[src/rtl/clk_fanout_ctrl.sv]
// Forwarded-clock fan-out controller: divides clk into CH gated clocks once the DCM lock is stable.
// Latency: clk_o is registered, one cycle behind the internal phase bit.
// Start, stop, divider and enable changes only take effect at a period boundary, so no pulse is ever shortened.
module clk_fanout_ctrl #(
  parameter int CH        = 4,
  parameter int DIV_W     = 8,
  parameter int LOCK_WAIT = 16
) (
  input  logic             clk,
  input  logic             rst,
  input  logic             locked_i,
  input  logic [DIV_W-1:0] div_i,
  input  logic             div_load,
  input  logic [CH-1:0]    en_i,
  output logic [CH-1:0]    clk_o,
  output logic [CH-1:0]    active_o,
  output logic             ready_o
);

  localparam logic [1:0] S_IDLE = 2'd0;
  localparam logic [1:0] S_WAIT = 2'd1;
  localparam logic [1:0] S_RUN  = 2'd2;
  localparam logic [1:0] S_STOP = 2'd3;

  localparam int WC_W = (LOCK_WAIT > 1) ? $clog2(LOCK_WAIT) : 1;
  localparam logic [WC_W-1:0] WC_LAST = WC_W'(LOCK_WAIT - 1);

  logic [1:0]       sync_q;
  logic             locked_s;
  logic [1:0]       state_q, state_d;
  logic [WC_W-1:0]  wcnt_q, wcnt_d;
  logic [DIV_W-1:0] cnt_q, cnt_d;
  logic             ph_q, ph_d;
  logic [DIV_W-1:0] div_act_q, div_act_d;
  logic [DIV_W-1:0] div_pend_q, div_pend_d;
  logic [CH-1:0]    active_q, active_d;
  logic [CH-1:0]    clk_q;

  logic [DIV_W-1:0] half_m1;
  logic             cnt_wrap;
  logic             running;
  logic             bnd;
  logic             go_run;

  assign locked_s = sync_q[1];
  // A divider of 0 behaves like 1, so the last count of a half period is 0 in both cases.
  assign half_m1  = (div_act_q == '0) ? '0 : div_act_q - DIV_W'(1);
  assign cnt_wrap = (cnt_q == half_m1);
  assign running  = (state_q == S_RUN) || (state_q == S_STOP);
  assign bnd      = running && ph_q && cnt_wrap;
  assign go_run   = (state_q == S_WAIT) && locked_s && (wcnt_q == WC_LAST);

  // Two-flop synchroniser for the asynchronous lock status.
  always_ff @(posedge clk) begin
    if (rst) sync_q <= 2'b00;
    else     sync_q <= {sync_q[0], locked_i};
  end

  // Next-state logic: FSM, lock-stability counter, divider, pending divider and channel enables.
  always_comb begin
    state_d    = state_q;
    wcnt_d     = wcnt_q;
    cnt_d      = '0;
    ph_d       = 1'b0;
    div_act_d  = div_act_q;
    div_pend_d = div_pend_q;
    active_d   = active_q;

    case (state_q)
      S_IDLE: begin
        wcnt_d = '0;
        if (locked_s) state_d = S_WAIT;
      end
      S_WAIT: begin
        if (!locked_s) begin
          state_d = S_IDLE;
          wcnt_d  = '0;
        end else if (go_run) begin
          state_d  = S_RUN;
          wcnt_d   = '0;
          active_d = en_i;
        end else begin
          wcnt_d = wcnt_q + WC_W'(1);
        end
      end
      S_RUN: begin
        if (!locked_s) state_d = S_STOP;
      end
      default: begin
        if (bnd) state_d = S_IDLE;
      end
    endcase

    // Shared half-period counter; frozen at zero outside RUN/STOP so every start begins with a full low phase.
    if (running) begin
      if (cnt_wrap) begin
        cnt_d = '0;
        ph_d  = ~ph_q;
      end else begin
        cnt_d = cnt_q + DIV_W'(1);
        ph_d  = ph_q;
      end
    end

    // Boundary updates: the pending divider takes over and enables are re-sampled (or cleared when stopping).
    if (bnd) begin
      div_act_d = div_pend_q;
      active_d  = (state_q == S_RUN) ? en_i : '0;
    end

    // While idle the divider applies at once; div_pend tracks it so the next boundary keeps the same value.
    // A load coinciding with a boundary only becomes pending; the old pending value is applied above.
    if (div_load) begin
      div_pend_d = div_i;
      if (!running) div_act_d = div_i;
    end
  end

  // State registers with synchronous reset; reset is the only event allowed to cut a pulse short.
  always_ff @(posedge clk) begin
    if (rst) begin
      state_q    <= S_IDLE;
      wcnt_q     <= '0;
      cnt_q      <= '0;
      ph_q       <= 1'b0;
      div_act_q  <= DIV_W'(1);
      div_pend_q <= DIV_W'(1);
      active_q   <= '0;
      clk_q      <= '0;
    end else begin
      state_q    <= state_d;
      wcnt_q     <= wcnt_d;
      cnt_q      <= cnt_d;
      ph_q       <= ph_d;
      div_act_q  <= div_act_d;
      div_pend_q <= div_pend_d;
      active_q   <= active_d;
      clk_q      <= {CH{ph_q}} & active_q;
    end
  end

  assign clk_o    = clk_q;
  assign active_o = active_q;
  assign ready_o  = (state_q == S_RUN);

endmodule

[config.mk]
export PLATFORM = sky130hd
export DESIGN_NAME = clk_fanout_ctrl
export DESIGN_NICKNAME = d
export VERILOG_FILES = /design/src/rtl/clk_fanout_ctrl.sv
export SDC_FILE = /design/constraint.sdc
export NUM_CORES = 1
export LEC_CHECK = 0
export CAP_MARGIN = 20
export CORE_ASPECT_RATIO = 1.4
export CORE_UTILIZATION = 55
export CTS_BUF_LIST = sky130_fd_sc_hd__clkbuf_4
export DETAILED_ROUTE_END_ITERATION = 8
export DONT_BUFFER_PORTS = 1
export PLACE_DENSITY = 0.75
export SYNTH_ARGS = -nofsm -noshare
export SYNTH_HDL_FRONTEND = slang
export SYNTH_SLANG_ARGS = --single-unit
[constraint.sdc]
create_clock -name clk -period 3.5 [get_ports clk]
set_clock_uncertainty 0.2 [all_clocks]
set_input_delay 0.875 -clock clk [delete_from_list [all_inputs] [get_ports clk]]
set_output_delay 0.875 -clock clk [all_outputs]
set_load 0.005 [all_outputs]
---- Word level (Yosys, flattened, before mapping) ----
Index checks and enable logic that the tools add are counted.
operators by class
  $add $sub $neg .......................... 3
  eq/ne operators ......................... 8
  mux-type cells .......................... 18
  bitwise operators ....................... 3
  reduce and logical (&&, ||, !) cells .... 16
operators by type and width
  kind                   number
  $mux W8                4
  $mux W4                7
  $mux W2                5
  $add A8 B1 Y8 const B  1
  $eq A8 B8 Y1           1
  $logic_not A8 Y1       1
  $pmux W4 S2            1
  $reduce_bool A2 Y1     4
  $sub A8 B1 Y8 const B  1
  $pmux W2 S3            1
  $add A4 B1 Y4 const B  1
  $and A4 B4 Y4          1
  $eq A2 B2 Y1 const B   2
  $eq A4 B4 Y1 const B   1
  $logic_and A1 B1 Y1    4
  $ne A2 B2 Y1 const B   2
  $reduce_and A4 Y1      1
  $reduce_bool A4 Y1     1
  $ne A3 B3 Y1 const B   1
  $reduce_and A3 Y1      1
  $reduce_or A3 Y1       1
  $eq A2 B1 Y1 const B   1
  $logic_not A2 Y1       1
  $not A1 Y1             2
  2 further kinds        2
storage, ports and cells
  register bits ........................... 41
  bits of input ports ..................... 16
  output and inout bits ................... 9
  word-level logic and storage cells ...... 57

---- Longest topological paths before layout ----
Gate-level depths: netlist (run 1).
  word-level depth ........................ 7
  depth in mapped cells ................... 12
  mapped depth without buffers ............ 9

---- Worst setup path after synthesis (run 1) ----
Ideal clock, no wire load.
  path type ............................... reg-to-reg
  start ................................... register div_act_q[0]
  end ..................................... register active_q[0] (netlist: active_o[0])
  library setup time ...................... 0.117 ns
  data arrival time ....................... 2.825 ns
  required time ........................... 3.183 ns
  slack ................................... 0.358 ns
  stages on the path, launching flop included .. 13
  path buffers ............................ 3
  period minus slack after synthesis ...... 3.142 ns
  cells stage by stage .................... dfxtp_1 -> clkbuf_1 -> inv_1 -> ha_1 -> buf_2 -> or3b_1 -> o32ai_1 -> xor2_1 -> nand2_1 -> or4_1 -> buf_2 -> or3_4 -> a32o_1
between the ends
  longest elaborated chain between the ends .. 6
  elaborated cells on any way between the ends .. 10
  those cells by class .................... add/sub (1); eq/ne (1); mux (2); reduce/logical (6)
ends and longest elaborated chain
  what                                                      line  source
  start, declared                                           34    logic [DIV_W-1:0] div_act_q, div_act_d;
  start signal, assigned                                    135   div_act_q <= div_act_d;
  $sub A8 B1 Y8 / $logic_not A8 Y1 (equally long branches)  47    assign half_m1 = (div_act_q == '0) ? '0 : div_act_q - DIV_W'(1);
  $mux W8 *                                                 47
  $eq A8 B8 Y1 *                                            48    assign cnt_wrap = (cnt_q == half_m1);
  $logic_and A1 B1 Y1 *                                     50    assign bnd = running && ph_q && cnt_wrap;
  $reduce_bool A2 Y1 (no line)                              --
  $reduce_and A3 Y1 (no line)                               --
  end signal, assigned                                      137   active_q <= active_d;
  end, declared                                             36    logic [CH-1:0] active_q, active_d;
Mark *: on every way between the ends. The rest lies on a longest branch, timed or not.
A chain may end at the register's enable or synchronous reset.

---- Worst setup path after layout (run 1) ----
Same ends and word-level chain as after synthesis.

==> results of run 1 <==
[through the flow]
stage                     cells   util  total power, W  area [µm²]
final                       266  0.605        0.000803        2100
after global routing        266  0.605        0.000842        2100
after CTS                   266  0.605        0.000810        2100
after detailed placement    258  0.589        0.000585        2050
after global placement      258  0.589        0.000583        2050
after floorplan             230      -        0.000576        2040
[cells by family (layout without fill, tap and decap cells)]
logic type      Yosys count  in the layout
compound gates           47             47
xor+xnor                 11             11
fa+ha+maj                 3              3
buf+inv                  22             18
flops                    41             41
mux                      14             14
simple gates             92             92
[path summary, 6_finish.rpt]
| check | to | slack (ns) | from |
|---|---|---|---|
| worst max-delay path | active_o[0] | 0.23 | div_act_q[0] |
| worst min-delay path | sync_q[1] | 0.25 | sync_q[0] |
| worst max register to register | active_o[0] | 0.23 | div_act_q[0] |
| worst min register to register | sync_q[1] | 0.25 | sync_q[0] |
[layer usage]
layer,wire [µm],global-route usage,vias up
li1,-,-,829
met1,1780,0.259,764
met2,1770,0.338,26
met3,128,0.0593,7
met4,63,0.0877,0
met5,0,0,-
[worst max-delay path: cells and delay by family, from the launching register on]
family	cells	cell delay (ns)
DFF	1	0.40
adders and majority gates	1	0.23
buffers and inverters	1	0.10
and+or+nand+nor	4	1.49
AOI/OAI and AO/OA	3	0.77
[synth_stat cells, drive strengths merged, types with 2 or more instances]
master / count
a31oi: 4
a32o: 4
o311ai: 2
and2b: 2
nor3b: 3
or3: 4
o21ai: 5
ha: 3
nand4: 3
a211oi: 9
nor4: 5
o32ai: 2
nand3b: 3
xnor2: 5
nand2: 11
clkbuf: 6
buf: 8
nor3: 3
nand3: 3
inv: 8
and3: 3
or4: 2
and2: 5
dfxtp: 41
nor2: 32
mux2i: 14
a21oi: 9
xor2: 6
nor2b: 5
[layout make-up]
class	instances	area, µm²	share of cell area
multi-input cells	167	1130	0.538
flip-flops and latches	41	821	0.391
well taps	40	50.0	0.0238
clock buffers	5	37.5	0.0179
inverters	8	30.0	0.0143
clock inverters	3	17.5	0.00834
repair buffers	2	15.0	0.00715
[registers in the layout, summed over array words and instances (netlist names)]
signal,flops
clk_o,4
sync_q,2
state_q,2
wcnt_q,4
cnt_q,8
div_act_q,8
div_pend_q,8
ph_q,1
active_o,4
[layout by cell type (no fill, tap or decap), drive strengths merged, types with 6 or more instances in the layout]
master	instances
a21oi	9
dfxtp	41
mux2i	14
a211oi	9
xor2	6
nor2	32
inv	8
nand2	11
[report_power, final]
part / switching, W / internal [W] / leakage (nW) / total [W]
clock: 0.000152 / 0.0000762 / 0.0326 / 0.000228
sequential: 0.0000180 / 0.000480 / 0.335 / 0.000498
combinational: 0.0000379 / 0.0000388 / 0.406 / 0.0000767
total: 0.000208 / 0.000595 / 0.773 / 0.000803
==> flow_summary_export.csv, run 1 <==
group,metric,value,unit
grt,grt_pass1_wl,6.09,mm
placed_design,preCtsSetupSlack,0.265,ns
clocking,root_buffer,"clkbuf_4",
logic_synthesis,synth_area,2040,µm²
logic_synthesis,synth.distinct_cells,55,
clocking,clock_latency,0.35,ns
logic_synthesis,syn_avg_cell_area,8.87,µm²
setup_path,setup.worst_path.start_class,"flip-flop",
logic_synthesis,yosys-top-cells-area,"dfxtp_1 (40%), mux2i_1 (6.9%), nor2_1 (5.9%), a211oi_1 (3.3%), xor2_1 (2.6%)",
routing,drtPass1Iterations,4,
logic_synthesis,synth-main-ff-cell,"dfxtp_1",
logic_synthesis,synthXorXnorAreaFrac,0.0472,
logic_synthesis,ys_seq_area_frac,0.402,
status,status,"finished clean",
logic_synthesis,synth_seq_cells,41,
die,num_rows,25,
sta,fmax,0.306,GHz
grt,antenna_found_initial,0,
sta,rsz0062_at_grt,"no",
die,ios,25,
logic_synthesis,syn-instance-count,230,
hold_path,hold_depth,1,
clocking,cts_num_sinks,41,
grt,grt_usage,0.210,
sta,tightest_slew,0.487,ns
logic_synthesis,ys_async_sr_fraction,0,
sta,setup_viol,0,
clocking,h-tree-depth,2,
sta,period_share,0.935,
logic_synthesis,synth_nets,249,
sta,timing.final.ws_setup,0.228,ns
routing,drc,0,
clocking,cts_setup_buffers,0,
routing,drt_iter0_drc,40,
layout,drive_gt1_frac,0.0575,
placed_design,hpwl,2.66,mm
grt,grt_pass1_vias,1365,
logic_synthesis,synthSimpleGateAreaFrac,0.250,
setup_path,worstSetupPathType,"reg2reg",
logic_synthesis,synthAdderAreaFrac,0.0184,
setup_path,crit_path_cell_trace,"inv_1 -> ha_1 -> or4b_1 -> o221a_1 -> o311ai_1 -> nand2_1 -> or4_1 -> or3_4 -> a32o_1",
die,core,3470,µm²
clocking,cts_resized,0,
setup_path,worstSetupEndpointType,"flip-flop",
layout,antennaDiodeCount,0,
sta,relSlewSlack,0.673,
clocking,clock_path_buffers,2,
sta,final-max-slew-violation-count,0,
setup_path,r2r_cells,9,
hold_path,hold_path_class,"reg2reg",
clocking,clk_pin_slew,0.12,ns
sta,hold_viol,0,
layout,n_fill_cell,306,
power_and_ir_drop,p_leak,0.773,nW
sta,post-route-min-period,3.27,ns
power_and_ir_drop,cellPowerDensity,382,nW/µm²
routing,via_count,1626,
routing,wl,3.74,mm
logic_synthesis,yosys_warnings,0,
placed_design,portBuffers,0,
logic_synthesis,synth_edf_count,0,
layout,areaGrowthSynthToFinish,2.94,%
setup_path,cpPeakStageDelay,0.49,ns
setup_path,cp_max_fo,9,
sta,setup_tns,0,ns
grt,gr-total-overflow,0,
logic_synthesis,synth_top_cell_by_area,"dfxtp_1",
routing,via_per_inst,6.11,
power_and_ir_drop,ir_drop,256,µV
setup_path,required,3.55,ns
logic_synthesis,synth_mux_area_frac,0.0687,
logic_synthesis,netlist.area_leader.share,0.402,
die,fp.dieH,74.1,µm
clocking,ctsHoldBuffers,0,
run,drv_cap,0,
die,die-area,3960,µm²
die,dieWidth,53.5,µm
setup_path,cp_slowest_cell,"or4_1",
placed_design,gp_congestion,0.838,
logic_synthesis,synth_top_family_by_area,"simple AND/OR/NAND/NOR gates",
layout,fin_nets,244,
sta,fin_hold_ws,0.249,ns
grt,grt_max_degree,31,
die,start_util,0.588,
routing,antenna_left,0,
clocking,cts_buffers,5,
clocking,cts_tree,"yes",
setup_path,arrival,3.33,ns
logic_synthesis,synth-compound-area-share,0.166,
routing,routedWlPerCell,14.1,µm
(Power assumes the default switching activity.)
==> run 2: changes to the inputs <==
- GPL_TIMING_DRIVEN: not set -> 0
==> run 2 against run 1 <==
- final area up 3.7%
- fmax fell by 1.4%
- worst hold slack better by 0.0026 ns
- via count up 3.9%
- core utilization grew 2.2 points
- cell count increased by 4.1%
- die area unchanged
- largest cell class unchanged
- highest routed layer unchanged
==> flow_summary_export.csv, run 2 (synthesized netlist as in run 1, its figures left out) <==
group,metric,value,unit
setup_path,r2r-end,"active_o[0]",
setup_path,worst-path-buf-inv,3,
placed_design,portBuffers,0,
power_and_ir_drop,power.share.clock,0.344,
setup_path,worstSetupPathType,"reg2reg",
power_and_ir_drop,combinationalPowerShare,0.105,
grt,grt_pass1_wl,6.58,mm
run,drv_cap,0,
setup_path,arrival,3.37,ns
layout,fin_nets,255,
sta,relSlewSlack,0.591,
die,start_util,0.588,
clocking,cts_resized,0,
grt,antenna_found_initial,0,
layout,n_fill_cell,310,
setup_path,crit_path_cell_trace,"inv_1 -> ha_1 -> clkbuf_4 -> or3b_1 -> o32ai_2 -> xor2_1 -> nand2_1 -> or4_1 -> buf_2 -> or3_4 -> a32o_1",
setup_path,r2r_start,"div_act_q[0]",
layout,fin_cells,277,
grt,gr-total-overflow,0,
routing,via_count,1689,
setup_path,r2r_cells,11,
clocking,clock_latency,0.35,ns
power_and_ir_drop,p_leak,0.810,nW
routing,drc,0,
die,core,3470,µm²
layout,drive_gt1_frac,0.0717,
sta,rsz0062_at_grt,"no",
grt,busiest_layer,"met2",
grt,grt_usage,0.224,
grt,grt_pass1_vias,1557,
clocking,h-tree-depth,2,
hold_path,hold_depth,1,
routing,wl,3.83,mm
layout,areaGrowthSynthToFinish,6.74,%
grt,met3_usage,0.0532,
sta,post-route-min-period,3.32,ns
clocking,clock_path_buffers,2,
power_and_ir_drop,p_seq_frac,0.550,
clocking,clk_pin_slew,0.11,ns
layout,layout_common_cells,"dfxtp_1 (41), nor2_1 (32), mux2i_1 (14)",
die,fp.dieH,74.1,µm
setup_path,cpPeakStageDelay,0.40,ns
setup_path,cp_slowest_cell,"dfxtp_1",
hold_path,hold_path_class,"reg2reg",
sta,hold_viol,0,
grt,grt_max_degree,13,
clocking,cts_tree,"yes",
status,status,"finished clean",
layout,final_common_cell,"dfxtp_1",
die,num_rows,25,
clocking,root_buffer,"clkbuf_4",
routing,via_per_inst,6.10,
placed_design,placed_cell_area,2090,µm²
layout,seq_area,821,µm²
sta,tightest_slew,0.614,ns
sta,period_share,0.949,
setup_path,required,3.55,ns
power_and_ir_drop,p_int,0.000679,W
power_and_ir_drop,p_sw_frac,0.242,
sta,timing.final.ws_setup,0.180,ns
die,die-area,3960,µm²
layout,antennaDiodeCount,0,
placed_design,hpwl,2.78,mm
placed_design,dp.cells,270,
setup_path,crit_family,"simple AND/OR/NAND/NOR gates",
setup_path,setup.worst_path.start_class,"flip-flop",
hold_path,whs_endpoint,"sync_q[1]",
clocking,ctsHoldBuffers,0,
sta,final-max-slew-violation-count,0,
clocking,cts_setup_buffers,0,
layout,top_regs,"cnt_q (8), div_act_q (8), div_pend_q (8)",
sta,setup_tns,0,ns
power_and_ir_drop,netSwitchingPower,0.000217,W
routing,drtPass1Iterations,4,
grt,globalRouteMet2Util,0.367,
die,dieWidth,53.5,µm
routing,routedWlPerCell,13.8,µm
hold_path,hp-start,"sync_q[0]",
sta,fmax,0.301,GHz
setup_path,cp_max_fo,10,
power_and_ir_drop,totalPowerFinal,0.000895,W
placed_design,preCtsSetupSlack,0.0739,ns
setup_path,r2r_setup_slack,0.18,ns
routing,antenna_left,0,
power_and_ir_drop,cellPowerDensity,411,nW/µm²
power_and_ir_drop,ir_drop,353,µV
setup_path,worstSetupEndpointType,"flip-flop",
grt,gr-usage-met1,0.268,
routing,drt_iter0_drc,36,
placed_design,gp_congestion,0.819,
sta,setup_viol,0,
layout,final_cell_area,2180,µm²
layout,multi_input_area,1130,µm²
clocking,cts_num_sinks,41,
clocking,cts_buffers,5,
die,ios,25,
## run 2: cell types whose count changed in the layout (fill, tap and decap cells not counted), moves of 2 or more
cell and delta:
buf_2 +3, buf_4 -2, clkbuf_1 +5, buf_1 +2, clkbuf_4 +3
## run 2: worst max-delay path by stage
stage	startpoint	to	cells after the start
2_1_floorplan	div_act_q[0]	active_o[0]	12
3_3_place_gp	div_act_q[0]	active_o[0]	12
3_5_place_dp	div_act_q[0]	active_o[0]	12
4_1_cts	div_act_q[0]	active_o[0]	12
5_1_grt	div_act_q[0]	active_o[0]	11
6_report	div_act_q[0]	active_o[0]	11
## run 2: layout make-up
class	count	area share
sequential	41	0.377
tap	40	0.0230
clock buffer	6	0.0207
multi-input combinational	167	0.519
buffer	13	0.0310
clock inverter	2	0.0155
inverter	8	0.0138
## run 2: per-layer routing
metal | wire (µm) | vias to the layer above
met3 | 180 | 10
met2 | 1810 | 39
met1 | 1730 | 790
li1 | - | 850
met5 | 0 | -
met4 | 105 | 0
## run 2: per-stage QoR
stage                     hold WS [ns]   util
after floorplan                  0.214      -
after global placement           0.219  0.602
after CTS                        0.257  0.625
final                            0.252  0.627
after global routing             0.273  0.627
after detailed placement         0.229  0.602
## run 2: worst reg2reg max path: cells and delay by family, from the launching register on
| kind | cells | cell delay [ns] |
|---|---|---|
| fa+ha+maj | 1 | 0.20 |
| simple gates | 4 | 1.24 |
| compound gates | 2 | 0.55 |
| buf+inv | 3 | 0.46 |
| flops | 1 | 0.40 |
| xor+xnor | 1 | 0.18 |
## run 2: power by group through the flow
stage / Combinational (W) / Clock [W] / Sequential (W)
after floorplan: 0.0000779 / 0 / 0.000498
after global placement: 0.0000926 / 0 / 0.000501
after detailed placement: 0.0000934 / 0 / 0.000501
after CTS: 0.0000939 / 0.000316 / 0.000491
after global routing: 0.000105 / 0.000335 / 0.000495
final: 0.0000941 / 0.000308 / 0.000493
==> run 3: changes to the inputs <==
- clock period: 3.5 -> 3.4 ns (I/O delays scaled with it)
==> run 3 against run 2 <==
- non-clock buffer count did not move
- count of clock-buffer cells in the layout unchanged
- critical path depth unchanged
- routed wire length decreased by 0.39%
- register-to-register slack better by 0.02 ns
- core utilization hardly changed
- combinational power up 2.9%
- via count grew 0.18%
- largest cell class unchanged
- largest power group unchanged
==> flow_summary_export.csv, run 3 (synthesized netlist as in run 1, its figures left out) <==
group,metric,value,unit
grt,grt_max_degree,13,
setup_path,cp_slowest_cell,"or4_1",
sta,hold_viol,0,
setup_path,worstSetupPathType,"reg2reg",
power_and_ir_drop,p_leak,0.811,nW
setup_path,cp_max_fo,10,
layout,fin_cells,277,
die,fp.dieH,74.1,µm
hold_path,hp-start,"sync_q[0]",
placed_design,portBuffers,0,
setup_path,r2r-end,"active_o[0]",
layout,fin_nets,255,
sta,setup_viol,0,
routing,drt_iter0_drc,37,
sta,fmax,0.312,GHz
die,num_rows,25,
routing,via_per_inst,6.11,
layout,antennaDiodeCount,0,
placed_design,dp.cells,270,
power_and_ir_drop,totalPowerFinal,0.000919,W
sta,setup_tns,0,ns
routing,via_count,1692,
layout,n_fill_cell,309,
hold_path,whs_endpoint,"sync_q[1]",
hold_path,hold_path_class,"reg2reg",
routing,antenna_left,0,
clocking,cts_buffers,5,
clocking,cts_setup_buffers,0,
setup_path,worstSetupEndpointType,"flip-flop",
sta,rsz0062_at_grt,"no",
layout,multi_input_area,1130,µm²
power_and_ir_drop,netSwitchingPower,0.000220,W
routing,drtPass1Iterations,4,
setup_path,crit_family,"simple AND/OR/NAND/NOR gates",
setup_path,arrival,3.25,ns
setup_path,worst-path-buf-inv,3,
setup_path,r2r_setup_slack,0.20,ns
setup_path,r2r_start,"div_act_q[0]",
grt,gr-total-overflow,0,
layout,final_util,0.628,
sta,relSlewSlack,0.592,
routing,drc,0,
clocking,clock_latency,0.34,ns
sta,tightest_slew,0.611,ns
die,start_util,0.588,
layout,layout_common_cells,"dfxtp_1 (40), nor2_1 (32), mux2i_1 (14)",
clocking,h-tree-depth,2,
setup_path,crit_path_cell_trace,"inv_1 -> ha_1 -> buf_4 -> nor3b_1 -> a22oi_1 -> o32ai_1 -> nand2_1 -> or4_1 -> buf_2 -> or3_4 -> a32o_1",
die,ios,25,
clocking,clk_pin_slew,0.11,ns
setup_path,cpPeakStageDelay,0.50,ns
sta,period_share,0.942,
routing,wl,3.81,mm
power_and_ir_drop,cellPowerDensity,422,nW/µm²
grt,grt_usage,0.227,
sta,post-route-min-period,3.20,ns
hold_path,hold_depth,1,
status,status,"finished clean",
power_and_ir_drop,p_sw_frac,0.240,
layout,drive_gt1_frac,0.0759,
die,die-area,3960,µm²
clocking,root_buffer,"clkbuf_4",
sta,final-max-slew-violation-count,0,
layout,areaGrowthSynthToFinish,6.81,%
routing,routedWlPerCell,13.8,µm
layout,final_common_cell,"dfxtp_1",
grt,antenna_found_initial,0,
power_and_ir_drop,p_int,0.000699,W
clocking,cts_tree,"yes",
clocking,cts_num_sinks,41,
power_and_ir_drop,combinationalPowerShare,0.105,
layout,top_regs,"cnt_q (8), div_act_q (8), div_pend_q (8)",
die,core,3470,µm²
die,dieWidth,53.5,µm
setup_path,required,3.45,ns
placed_design,hpwl,2.78,mm
placed_design,gp_congestion,0.819,
setup_path,r2r_cells,11,
setup_path,setup.worst_path.start_class,"flip-flop",
power_and_ir_drop,p_seq_frac,0.552,
layout,seq_area,822,µm²
setup_path,cp.depth,11,
grt,grt_pass1_wl,6.67,mm
run,drv_cap,0,
grt,grt_pass1_vias,1573,
power_and_ir_drop,ir_drop,363,µV
power_and_ir_drop,power.share.clock,0.343,
clocking,clock_path_buffers,2,
-- run 3: how the worst max path moves through the flow --
stage,startpoint,to,slack [ns]
final,div_act_q[0],active_o[0],0.20
after global routing,div_act_q[0],active_o[0],0.03
after CTS,div_act_q[0],active_o[0],0.04
after detailed placement,div_act_q[0],active_o[0],-0.03
after global placement,div_act_q[0],active_o[0],-0.02
after floorplan,div_act_q[0],active_o[0],0.26
-- run 3: per-stage QoR --
step | hold WS, ns | worst slack [ns] | area, µm²
2_1_floorplan | 0.214 | 0.258 | 2040
3_3_place_gp | 0.219 | -0.0244 | 2090
3_5_place_dp | 0.229 | -0.0261 | 2090
4_1_cts | 0.257 | 0.0355 | 2180
5_1_grt | 0.273 | 0.0297 | 2180
6_report | 0.252 | 0.199 | 2180
-- run 3: timing repair --
item	CTS	global route
pin swaps	0	1
hold buffers	0	0
hold endpoints to repair	0	0
endpoints found under the setup margin	4	11
resized for setup	2	2
-- run 3: area by class of cell --
cell class,instances,share of cell area
Multi-Input combinational cell,167,0.519
Sequential cell,41,0.377
Buffer,13,0.0310
Tap cell,40,0.0230
Clock buffer,6,0.0207
Clock inverter,2,0.0155
Inverter,8,0.0138
-- run 3: layer usage --
metal  GRT usage  up-vias  wire length (µm)
met5           0        -                 0
met4       0.111        0                80
met3      0.0532        8               177
met2       0.375       39              1840
met1       0.270      792              1720
li1            -      853                 -
-- run 3: power groups by stage --
stage	Combinational, W	Sequential, W	Clock, W
after floorplan	0.0000802	0.000513	0
after global placement	0.0000953	0.000516	0
after detailed placement	0.0000962	0.000516	0
after CTS	0.0000984	0.000505	0.000325
after global routing	0.000109	0.000510	0.000345
final	0.0000968	0.000508	0.000315
